[config.mk]
export PLATFORM = sky130hd
export DESIGN_NAME = game_ctrl
export DESIGN_NICKNAME = d
export VERILOG_FILES = /design/src/rtl/game_ctrl_pkg.sv /design/src/rtl/bcd_counter4.sv /design/src/rtl/game_ctrl.sv
export SDC_FILE = /design/constraint.sdc
export NUM_CORES = 1
export LEC_CHECK = 0
export BUFFER_PORTS_ARGS = -buffer_cell sky130_fd_sc_hd__buf_2
export CELL_PAD_IN_SITES_DETAIL_PLACEMENT = 0
export CELL_PAD_IN_SITES_GLOBAL_PLACEMENT = 2
export CORE_UTILIZATION = 35
export DETAILED_ROUTE_END_ITERATION = 8
export PLACE_DENSITY_LB_ADDON = 0.1
export REMOVE_ABC_BUFFERS = 1
export SYNTH_ARGS = -nofsm -noshare
export SYNTH_HDL_FRONTEND = slang
export SYNTH_SLANG_ARGS = --single-unit
[constraint.sdc]
create_clock -name clk -period 2.9 [get_ports clk]
set_input_delay 0.145 -clock clk [delete_from_list [all_inputs] [get_ports clk]]
set_output_delay 0.145 -clock clk [all_outputs]
set_load 0.01 [all_outputs]
[src/rtl/game_ctrl_pkg.sv]
// Shared encodings for the game sequencer, bird sprite selector and score display.
// Also holds the BCD helpers used by the score counter.
package game_ctrl_pkg;

    typedef enum logic [2:0] {
        ST_IDLE  = 3'd0,
        ST_READY = 3'd1,
        ST_PLAY  = 3'd2,
        ST_DIE   = 3'd3,
        ST_OVER  = 3'd4
    } state_e;

    typedef enum logic [1:0] {
        BIRD_HOVER = 2'd0,
        BIRD_FLY   = 2'd1,
        BIRD_DEAD  = 2'd2
    } bird_e;

    localparam logic [15:0] BCD_MAX = 16'h9999;

    // Most significant differing digit decides; equal scores are not "greater".
    function automatic logic bcd_gt(input logic [15:0] a, input logic [15:0] b);
        logic gt;
        logic decided;
        gt      = 1'b0;
        decided = 1'b0;
        for (int i = 3; i >= 0; i--) begin
            if (!decided && (a[4*i +: 4] != b[4*i +: 4])) begin
                gt      = (a[4*i +: 4] > b[4*i +: 4]);
                decided = 1'b1;
            end
        end
        return gt;
    endfunction

endpackage

[src/rtl/bcd_counter4.sv]
// Four-digit BCD counter with synchronous clear, saturation at 9999,
// and a greater-than compare against an external BCD value.
module bcd_counter4
    import game_ctrl_pkg::*;
(
    input  logic        clk,
    input  logic        rstn,
    input  logic        clr_i,
    input  logic        inc_i,
    input  logic [15:0] cmp_val_i,
    output logic [15:0] count_o,
    output logic        gt_o
);

    logic [15:0] count_q, count_d;
    logic        carry;

    // NOTE: every variable written here gets a value before any branch, so no latch is inferred.
    always_comb begin
        count_d = count_q;
        carry   = 1'b1;
        if (clr_i) begin
            count_d = '0;
        end else if (inc_i && (count_q != BCD_MAX)) begin
            for (int i = 0; i < 4; i++) begin
                if (carry) begin
                    if (count_q[4*i +: 4] == 4'd9) begin
                        count_d[4*i +: 4] = 4'd0;
                    end else begin
                        count_d[4*i +: 4] = count_q[4*i +: 4] + 4'd1;
                        carry             = 1'b0;
                    end
                end
            end
        end
    end

    // NOTE: state registers use non-blocking assignments so all flops update from pre-edge values.
    always_ff @(posedge clk or negedge rstn) begin
        if (!rstn) begin
            count_q <= '0;
        end else begin
            count_q <= count_d;
        end
    end

    assign count_o = count_q;
    assign gt_o    = bcd_gt(count_q, cmp_val_i);

endmodule

[src/rtl/game_ctrl.sv]
// Game sequencer: IDLE/READY/PLAY/DIE/OVER state machine, flap and reset strobes,
// physics/scroll gating and current/best BCD score. All outputs are registered.
module game_ctrl
    import game_ctrl_pkg::*;
#(
    parameter int DIE_FRAMES       = 45,
    parameter int OVER_HOLD_FRAMES = 60,
    parameter int FCNT_W           = 8
) (
    input  logic        clk,
    input  logic        rstn,
    input  logic        button_pulse,
    input  logic        new_frame,
    input  logic        collide,
    input  logic        hit_ground,
    input  logic        pipe_passed,
    output logic [2:0]  state,
    output logic        game_reset,
    output logic        flap,
    output logic        physics_en,
    output logic        scroll_en,
    output logic [1:0]  bird_status,
    output logic [15:0] score,
    output logic [15:0] best_score
);

    localparam logic [FCNT_W-1:0] DIE_LAST  = FCNT_W'(DIE_FRAMES - 1);
    localparam logic [FCNT_W-1:0] OVER_HOLD = FCNT_W'(OVER_HOLD_FRAMES);

    state_e            state_q, state_d;
    logic [FCNT_W-1:0] fcnt_q, fcnt_d;
    logic              game_reset_q, game_reset_d;
    logic              flap_q, flap_d;
    logic              physics_en_q, physics_en_d;
    logic              scroll_en_q, scroll_en_d;
    bird_e             bird_q, bird_d;
    logic [15:0]       best_q, best_d;

    logic              score_clr;
    logic              score_inc;
    logic              score_gt;
    logic [15:0]       score_w;

    bcd_counter4 u_score (
        .clk       (clk),
        .rstn      (rstn),
        .clr_i     (score_clr),
        .inc_i     (score_inc),
        .cmp_val_i (best_q),
        .count_o   (score_w),
        .gt_o      (score_gt)
    );

    always_comb begin
        state_d      = state_q;
        fcnt_d       = fcnt_q;
        game_reset_d = 1'b0;
        flap_d       = 1'b0;
        best_d       = best_q;
        score_clr    = 1'b0;
        score_inc    = 1'b0;

        case (state_q)
            ST_IDLE: begin
                if (button_pulse) begin
                    state_d      = ST_READY;
                    game_reset_d = 1'b1;
                    score_clr    = 1'b1;
                end
            end
            ST_READY: begin
                if (button_pulse) begin
                    state_d = ST_PLAY;
                    flap_d  = 1'b1;
                end
            end
            ST_PLAY: begin
                score_inc = pipe_passed;
                // A collision overrides a same-cycle flap request.
                if (collide) begin
                    state_d = ST_DIE;
                    fcnt_d  = '0;
                end else if (button_pulse) begin
                    flap_d = 1'b1;
                end
            end
            ST_DIE: begin
                if (new_frame) begin
                    fcnt_d = fcnt_q + FCNT_W'(1);
                end
                if (hit_ground || (new_frame && (fcnt_q == DIE_LAST))) begin
                    state_d = ST_OVER;
                    fcnt_d  = '0;
                    if (score_gt) begin
                        best_d = score_w;
                    end
                end
            end
            ST_OVER: begin
                if (new_frame && (fcnt_q < OVER_HOLD)) begin
                    fcnt_d = fcnt_q + FCNT_W'(1);
                end
                if (button_pulse && (fcnt_q >= OVER_HOLD)) begin
                    state_d      = ST_READY;
                    game_reset_d = 1'b1;
                    score_clr    = 1'b1;
                end
            end
            default: begin
                state_d = ST_IDLE;
            end
        endcase

        // Gating outputs follow the state being entered so they line up with it.
        physics_en_d = 1'b0;
        scroll_en_d  = 1'b0;
        bird_d       = BIRD_HOVER;
        case (state_d)
            ST_READY: scroll_en_d = 1'b1;
            ST_PLAY: begin
                physics_en_d = 1'b1;
                scroll_en_d  = 1'b1;
                bird_d       = BIRD_FLY;
            end
            ST_DIE: begin
                physics_en_d = 1'b1;
                bird_d       = BIRD_DEAD;
            end
            ST_OVER:  bird_d = BIRD_DEAD;
            default:  bird_d = BIRD_HOVER;
        endcase
    end

    always_ff @(posedge clk or negedge rstn) begin
        if (!rstn) begin
            state_q      <= ST_IDLE;
            fcnt_q       <= '0;
            game_reset_q <= 1'b0;
            flap_q       <= 1'b0;
            physics_en_q <= 1'b0;
            scroll_en_q  <= 1'b0;
            bird_q       <= BIRD_HOVER;
            best_q       <= '0;
        end else begin
            state_q      <= state_d;
            fcnt_q       <= fcnt_d;
            game_reset_q <= game_reset_d;
            flap_q       <= flap_d;
            physics_en_q <= physics_en_d;
            scroll_en_q  <= scroll_en_d;
            bird_q       <= bird_d;
            best_q       <= best_d;
        end
    end

    assign state       = state_q;
    assign game_reset  = game_reset_q;
    assign flap        = flap_q;
    assign physics_en  = physics_en_q;
    assign scroll_en   = scroll_en_q;
    assign bird_status = bird_q;
    assign score       = score_w;
    assign best_score  = best_q;

endmodule

==> results.tsv, run 1 <==
stage	metric	value	unit
run_status	status	complete, no violations	
yosys	Cells after Synth	296	
worst_setup_path	CP Capture Type	flop	
routing	via total after detailed routing	2269	
yosys	Yosys warning total	0	
hold_path	Worst Hold Launch	collide	
timing	f_max	398.1	MHz
floorplan	die height	92.01	um
routing	DRC Markers	0	
worst_setup_path	crit path cell chain	inv_1 -> ha_1 -> nand2b_1 -> a2111oi_0 -> nor4_1 -> o31ai_1 -> a21o_1 -> buf_4 -> mux2_2	
timing	Final TNS setup	0	ns
clock_network	clk_lat worst skew	0.31	ns
routing	WL/cell	14.40	um
timing	Relative slew margins	0.3987	
clock_network	Clock Pin Slew Worst Setup and Hold Paths	0.10	ns
place	hpwl dp	4.736	mm
final_layout	antenna cells	0	
clock_network	CTS sink count	49	
clock_network	CTS tree	done	
yosys	register bit count reported by yosys	49	
final_layout	layout cells sized above 1	0.2407	
hold_path	hold crit path type	in2reg	
place	Routability Congestion	0.7765	
global_route	largest net degree at the start of global routing	39	
worst_setup_path	CP required	3.10	ns
worst_setup_path	critical path class	reg2reg	
power	Pleak	1.598	nW
final_layout	Fillers	786	
timing	Final Critical Period	2.512	ns
power	worst vdd ir	0.2537	mV
worst_setup_path	Crit path largest cell delay	0.48	ns
floorplan	Core Box Area	7767	um^2
routing	wirelength, routed	6.495	mm
yosys	number of synthesized flops with an enable pin	0	
clock_network	Setup Buffers After CTS	0	
floorplan	Die Area	8465	um^2
global_route	global-route wire length before repair	11.01	mm
timing	Worst Tran Pin Value	0.9020	ns
timing	Final setup violation count	0	
routing	drt initial violations	53	
final_layout	P&R area growth vs syn	16.15	%
global_route	vias in the first global route	2218	
final_layout	FF+latch area	1226	um^2
final_layout	final cell count without fillers	451	
yosys	synthesized cell area	2835	um^2
clock_network	Num CTS Buffers	5	
yosys	Synth cell types	51	
floorplan	num rows	32	
job	Max Cap Violations	0	
worst_setup_path	CP arrival	2.71	ns
clock_network	CTS max path bufs	2	
global_route	GRT Total Usage	0.1651	
timing	Final Hold Fails	0	
worst_setup_path	CP max stage cell	dfrtp_1	
routing	Vias/cell	5.031	
timing	Max Slew Vio Count	0	
place	placed cells	442	
yosys	Avg Synthesized Cell Area	9.578	um^2
clock_network	clk root buf	clkbuf_8	
routing	Final ANT Viol Nets	0	
floorplan	Ports	48	
global_route	gr ovfl total	0	
place	port bufs	47	
floorplan	effective utilization at floorplan	0.3650	
power	PwrDens	570.7	nW/um^2
timing	RSZ-0062 raised after global routing	no	
clock_network	# H-tree levels	2	
final_layout	area used by multi-input combinational logic	1480	um^2
final_layout	final net count	373	
worst_setup_path	startpoint types	flop	
worst_setup_path	CP Max Fanout	16	
routing	TritonRoute pass-1 iters	4	
global_route	initial antenna violation count	0	
floorplan	Die X	92.01	um
yosys	top_reg_cell synth	dfrtp_1	
worst_setup_path	worst r2r src	u_score.count_o[4]	
yosys	register area share after synthesis	0.4325	
timing	Setup Skew	0.005313	ns
yosys	async set-reset flop share out of synthesis	1.000	
worst_setup_path	worst setup path startpoint	u_score.count_o[4]	
timing	fin crit share	0.8662	
[cell families after synthesis]
family          count (synthesis)  synth area share
simple gates                  121            0.2423
compound gates                 55            0.1147
flops                          49            0.4325
buf+inv                        30           0.04545
mux                            18           0.07017
fa+ha+maj                      18           0.07944
xor+xnor                        5           0.01545
[sequential cells by signal (all words and copies together), names as in the netlist]
signal and flops:
physics_en 1, fcnt_q 8, state 3, flap 1, u_score.count_o 16, bird_status 2
best_score 16, game_reset 1, scroll_en 1
[timing repair]
item                                   in CTS  in global routing
hold buffers                                1                  0
resized for setup                           0                  0
endpoints found under the hold margin      31                  0
[power by group]
part           leakage [nW]  switching (mW)  total (mW)  internal, mW
Combinational         0.886           0.330       0.571         0.241
Clock                0.0452           0.259       0.435         0.176
Sequential            0.667           0.105       0.873         0.768
[through the flow]
step | worst slack (ns) | util | hold WS [ns] | cell area (um^2) | power, mW
2_1_floorplan | 0.4071 | - | -0.1506 | 2789 | 1.234
3_3_place_gp | 0.4603 | 0.4106 | 0.3352 | 3189 | 1.466
3_5_place_dp | 0.3973 | 0.4106 | 0.3382 | 3189 | 1.468
4_1_cts | 0.3781 | 0.4240 | 0.1068 | 3293 | 1.917
5_1_grt | 0.2519 | 0.4240 | 0.1169 | 3293 | 2.021
6_report | 0.3879 | 0.4240 | 0.1221 | 3293 | 1.879
[cells in the final DEF (no fill, tap or decap), types with 3 or more instances in the layout]
cell type	count
a21oi_1	22
and3_1	3
buf_2	47
buf_4	5
clkbuf_8	5
dfrtp_1	49
ha_1	18
inv_1	22
mux2_2	14
mux2i_1	3
nand2_1	27
nand2b_1	4
nand3_1	9
nand3b_1	3
nand4_1	7
nor2_1	31
nor2b_1	8
nor3_1	6
nor3b_1	4
o21ai_0	14
o22ai_1	3
o31ai_1	3
or3_1	3
xor2_1	4
[final timing paths]
path,endpoint,cells after the start,slack (ns)
setup / recovery,best_score[2],9,0.39
hold / removal,state[0],3,0.12
setup reg to reg,best_score[2],9,0.39
hold reg to reg,best_score[13],1,0.52
max in group asynchronous,state[0],3,1.75
min in group asynchronous,best_score[15],2,0.49
[critical path: cells and delay by family (launching register included)]
kind / cells / cell delay (ns)
AND/OR/NAND/NOR: 2 / 0.24
buffers and inverters: 2 / 0.37
flip-flops: 1 / 0.48
adder cells (fa/ha/maj): 1 / 0.31
AO/OA/AOI/OAI: 3 / 0.63
multiplexers: 1 / 0.36
[cell type report]
type | instances | share of cell area
clock inverters | 3 | 0.007599
repair buffers | 53 | 0.08587
multi-input cells | 217 | 0.4495
well taps | 102 | 0.03875
flip-flops and latches | 49 | 0.3723
inverters | 22 | 0.02508
clock buffers | 5 | 0.02090
[Yosys cell counts, types with 2 or more instances]
library cell	count	area share
nand3_1	9	0.016
nand4b_1	2	0.0062
o22ai_1	3	0.0066
o31ai_1	3	0.0079
nor3b_1	4	0.011
nand4_1	7	0.015
nand2_1	27	0.036
o21a_1	2	0.0053
nand3b_1	3	0.0079
dfrtp_1	49	0.43
or3b_2	2	0.0062
mux2_2	14	0.056
nand2b_1	4	0.0088
nor3_1	6	0.011
a21o_1	2	0.0053
and3_1	3	0.0066
xor2_1	4	0.012
nor2b_1	8	0.018
or3_1	3	0.0066
ha_1	18	0.079
nor2_1	31	0.041
a21oi_1	22	0.039
buf_6	2	0.0079
clkbuf_1	5	0.0066
inv_1	22	0.029
o21ai_0	14	0.025
mux2i_1	3	0.011
[metal layers]
layer	vias to the layer above	part of all wire	GRT usage
li1	1149	-	-
met1	1086	0.49	0.2155
met2	30	0.48	0.2811
met3	4	0.026	0.02902
met4	0	0.0082	0.04427
met5	-	0	0
No activity file was read; power rests on OpenSTA's default activity.
==> inputs of run 2 (changes only) <==
CORE_ASPECT_RATIO = 1.2   (was default)
==> results.tsv, run 2 (synthesis results as in run 1) <==
stage	metric	value	unit	change
final_layout	most common cell after layout, fill and taps aside	dfrtp_1		unchanged
floorplan	Core Box Area	7751	um^2	was 7767 um^2
timing	Relative slew margins	0.5333		was 0.3987
power	Clock power frac	0.235		was 0.232
timing	Final setup violation count	0		unchanged
run_status	failing checks	design-rule violations		
floorplan	die height	100.6	um	was 92.01 um
power	Comb power frac	0.299		was 0.304
worst_setup_path	R2R Setup Slk	0.25	ns	was 0.39 ns
floorplan	effective utilization at floorplan	0.3658		was 0.3650
hold_path	cell depth of the worst hold path	3		unchanged
run_status	status	finished, violations left		was complete, no violations
place	port bufs	47		unchanged
final_layout	final net count	376		was 373
power	switch share	0.3527		was 0.3693
clock_network	# H-tree levels	2		unchanged
routing	wirelength, routed	6.710	mm	was 6.495 mm
worst_setup_path	reg-to-reg endpoint	best_score[4]		was best_score[2]
timing	Setup Skew	0.002540	ns	was 0.005313 ns
final_layout	Fillers	780		was 786
worst_setup_path	CP max stage cell	dfrtp_1		unchanged
worst_setup_path	Crit path largest cell delay	0.48	ns	about the same
power	worst vdd ir	0.2420	mV	was 0.2537 mV
job	Max Cap Violations	0		unchanged
clock_network	CTS max path bufs	2		unchanged
timing	fin crit share	0.9132		was 0.8662
global_route	largest net degree at the start of global routing	30		was 39
timing	f_max	377.6	MHz	was 398.1 MHz
timing	Final Hold Fails	0		unchanged
worst_setup_path	r2r worst-path depth	9		unchanged
clock_network	clk_lat worst skew	0.30	ns	was 0.31 ns
final_layout	antenna cells	0		unchanged
routing	TritonRoute pass-1 iters	6		was 4
worst_setup_path	CP required	3.09	ns	was 3.10 ns
power	Seq pwr share	0.466		was 0.465
final_layout	FF+latch area	1226	um^2	unchanged
place	hpwl dp	5.056	mm	was 4.736 mm
global_route	global-route wire length before repair	11.15	mm	was 11.01 mm
floorplan	Die Area	8466	um^2	was 8465 um^2
global_route	gr ovfl total	0		unchanged
floorplan	Die X	84.16	um	was 92.01 um
routing	Vias/cell	5.270		was 5.031
global_route	GRT Total Usage	0.1669		was 0.1651
routing	WL/cell	15.11	um	was 14.40 um
routing	drt initial violations	92		was 53
power	Pleak	1.623	nW	was 1.598 nW
worst_setup_path	crit path cell chain	inv_1 -> ha_1 -> nand2b_1 -> a2111oi_0 -> nor4_1 -> o31ai_1 -> a21o_1 -> buf_4 -> mux2_2		unchanged
worst_setup_path	worst setup path startpoint	u_score.count_o[4]		unchanged
worst_setup_path	CP Max Fanout	8		was 16
power	Net Sw Power	0.6670	mW	was 0.6941 mW
floorplan	Ports	48		unchanged
final_layout	layout cells sized above 1	0.2472		was 0.2407
timing	Final Critical Period	2.648	ns	was 2.512 ns
final_layout	final instance area	3311	um^2	was 3293 um^2
timing	Max Slew Vio Count	0		unchanged
clock_network	CTS tree	done		unchanged
worst_setup_path	worst r2r src	u_score.count_o[4]		unchanged
final_layout	P&R area growth vs syn	16.77	%	was 16.15%
global_route	initial antenna violation count	0		unchanged
floorplan	num rows	35		was 32
worst_setup_path	CP Capture Type	flop		unchanged
hold_path	Worst Hold Launch	collide		unchanged
timing	Worst Tran Pin Value	0.7001	ns	was 0.9020 ns
power	Pint	1.224	mW	was 1.185 mW
place	Routability Congestion	0.7252		was 0.7765
routing	DRC Markers	13		was 0
timing	Final TNS setup	0	ns	unchanged
clock_network	CTS sink count	49		unchanged
routing	Final ANT Viol Nets	0		unchanged
worst_setup_path	CP arrival	2.84	ns	was 2.71 ns
worst_setup_path	critical path class	reg2reg		unchanged
routing	via total after detailed routing	2340		was 2,269
global_route	vias in the first global route	2296		was 2,218
clock_network	clk root buf	clkbuf_8		unchanged
hold_path	WHS Endpoint	state[0]		unchanged
final_layout	most frequent cells in the layout	dfrtp_1 (49), buf_2 (47), nor2_1 (31)		unchanged
timing	RSZ-0062 raised after global routing	no		unchanged
clock_network	Num CTS Buffers	5		unchanged
clock_network	Clock Pin Slew Worst Setup and Hold Paths	0.09	ns	was 0.10 ns
hold_path	hold crit path type	in2reg		unchanged
power	PwrDens	571.3	nW/um^2	was 570.7 nW/um^2
final_layout	area used by multi-input combinational logic	1480	um^2	unchanged
worst_setup_path	startpoint types	flop		unchanged
place	Area after DPL	3199	um^2	was 3189 um^2
run 2: changes by cell type in the layout (fill, tap and decap cells not counted), sizes merged:
| cell | change |
|---|---|
| buf | +3 |
| clkbuf | +2 |
| clkinv | +1 |
| clkinvlp | -1 |
| inv | -2 |
run 2: per-layer routing:
layer / share of wire / track usage
met5: 0 / 0
met4: 0.019 / 0.05968
met3: 0.030 / 0.02539
met2: 0.52 / 0.3064
met1: 0.43 / 0.1980
run 2: layout make-up:
type	count	area share
clock buffer	7	0.02910
clock inverter	1	0.001512
inverter	22	0.02494
multi-input combinational	217	0.4471
sequential	49	0.3704
tap	92	0.03477
timing repair buffer	56	0.09221
run 2: worst max-delay path by stage:
stage                                end  slack (ns)  cells past startpoint
after floorplan            best_score[0]        0.41                      8
after global placement     best_score[6]        0.32                      9
after detailed placement  best_score[11]        0.27                      9
after CTS                  best_score[4]        0.25                      9
after global routing      best_score[12]        0.11                      9
final                      best_score[4]        0.25                      9
run 2: timing repair:
item / 4_1_cts / 5_1_grt
gates resized for setup: 0 / 0
buffers inserted: 0 / 0
hold endpoints to repair: 28 / 0
hold buffers: 1 / 0
run 2: power groups by stage:
stage	sequential [mW]	combinational (mW)	clock, mW
after floorplan	0.918	0.315	0
after global placement	0.897	0.568	0
after detailed placement	0.898	0.571	0
after CTS	0.885	0.575	0.463
after global routing	0.900	0.640	0.486
final	0.881	0.565	0.445
run 2: metrics by stage:
| step | setup WS [ns] | total power, mW | std cells | utilization | hold slack, ns |
|---|---|---|---|---|---|
| floorplan | 0.4071 | 1.234 | 288 | - | -0.1506 |
| CTS | 0.2480 | 1.923 | 444 | 0.4271 | 0.1248 |
| global route | 0.1129 | 2.026 | 444 | 0.4271 | 0.1457 |
| global placement | 0.3174 | 1.465 | 435 | 0.4128 | 0.2306 |
| detailed placement | 0.2681 | 1.470 | 435 | 0.4128 | 0.2366 |
| finish | 0.2518 | 1.891 | 444 | 0.4271 | 0.1295 |
run 2: worst max-delay path, delay by kind of cell, from the launching register on:
kind	cells	cell delay [ns]
compound gates	3	0.82
flops	1	0.48
buf+inv	2	0.35
mux	1	0.33
fa+ha+maj	1	0.32
simple gates	2	0.23
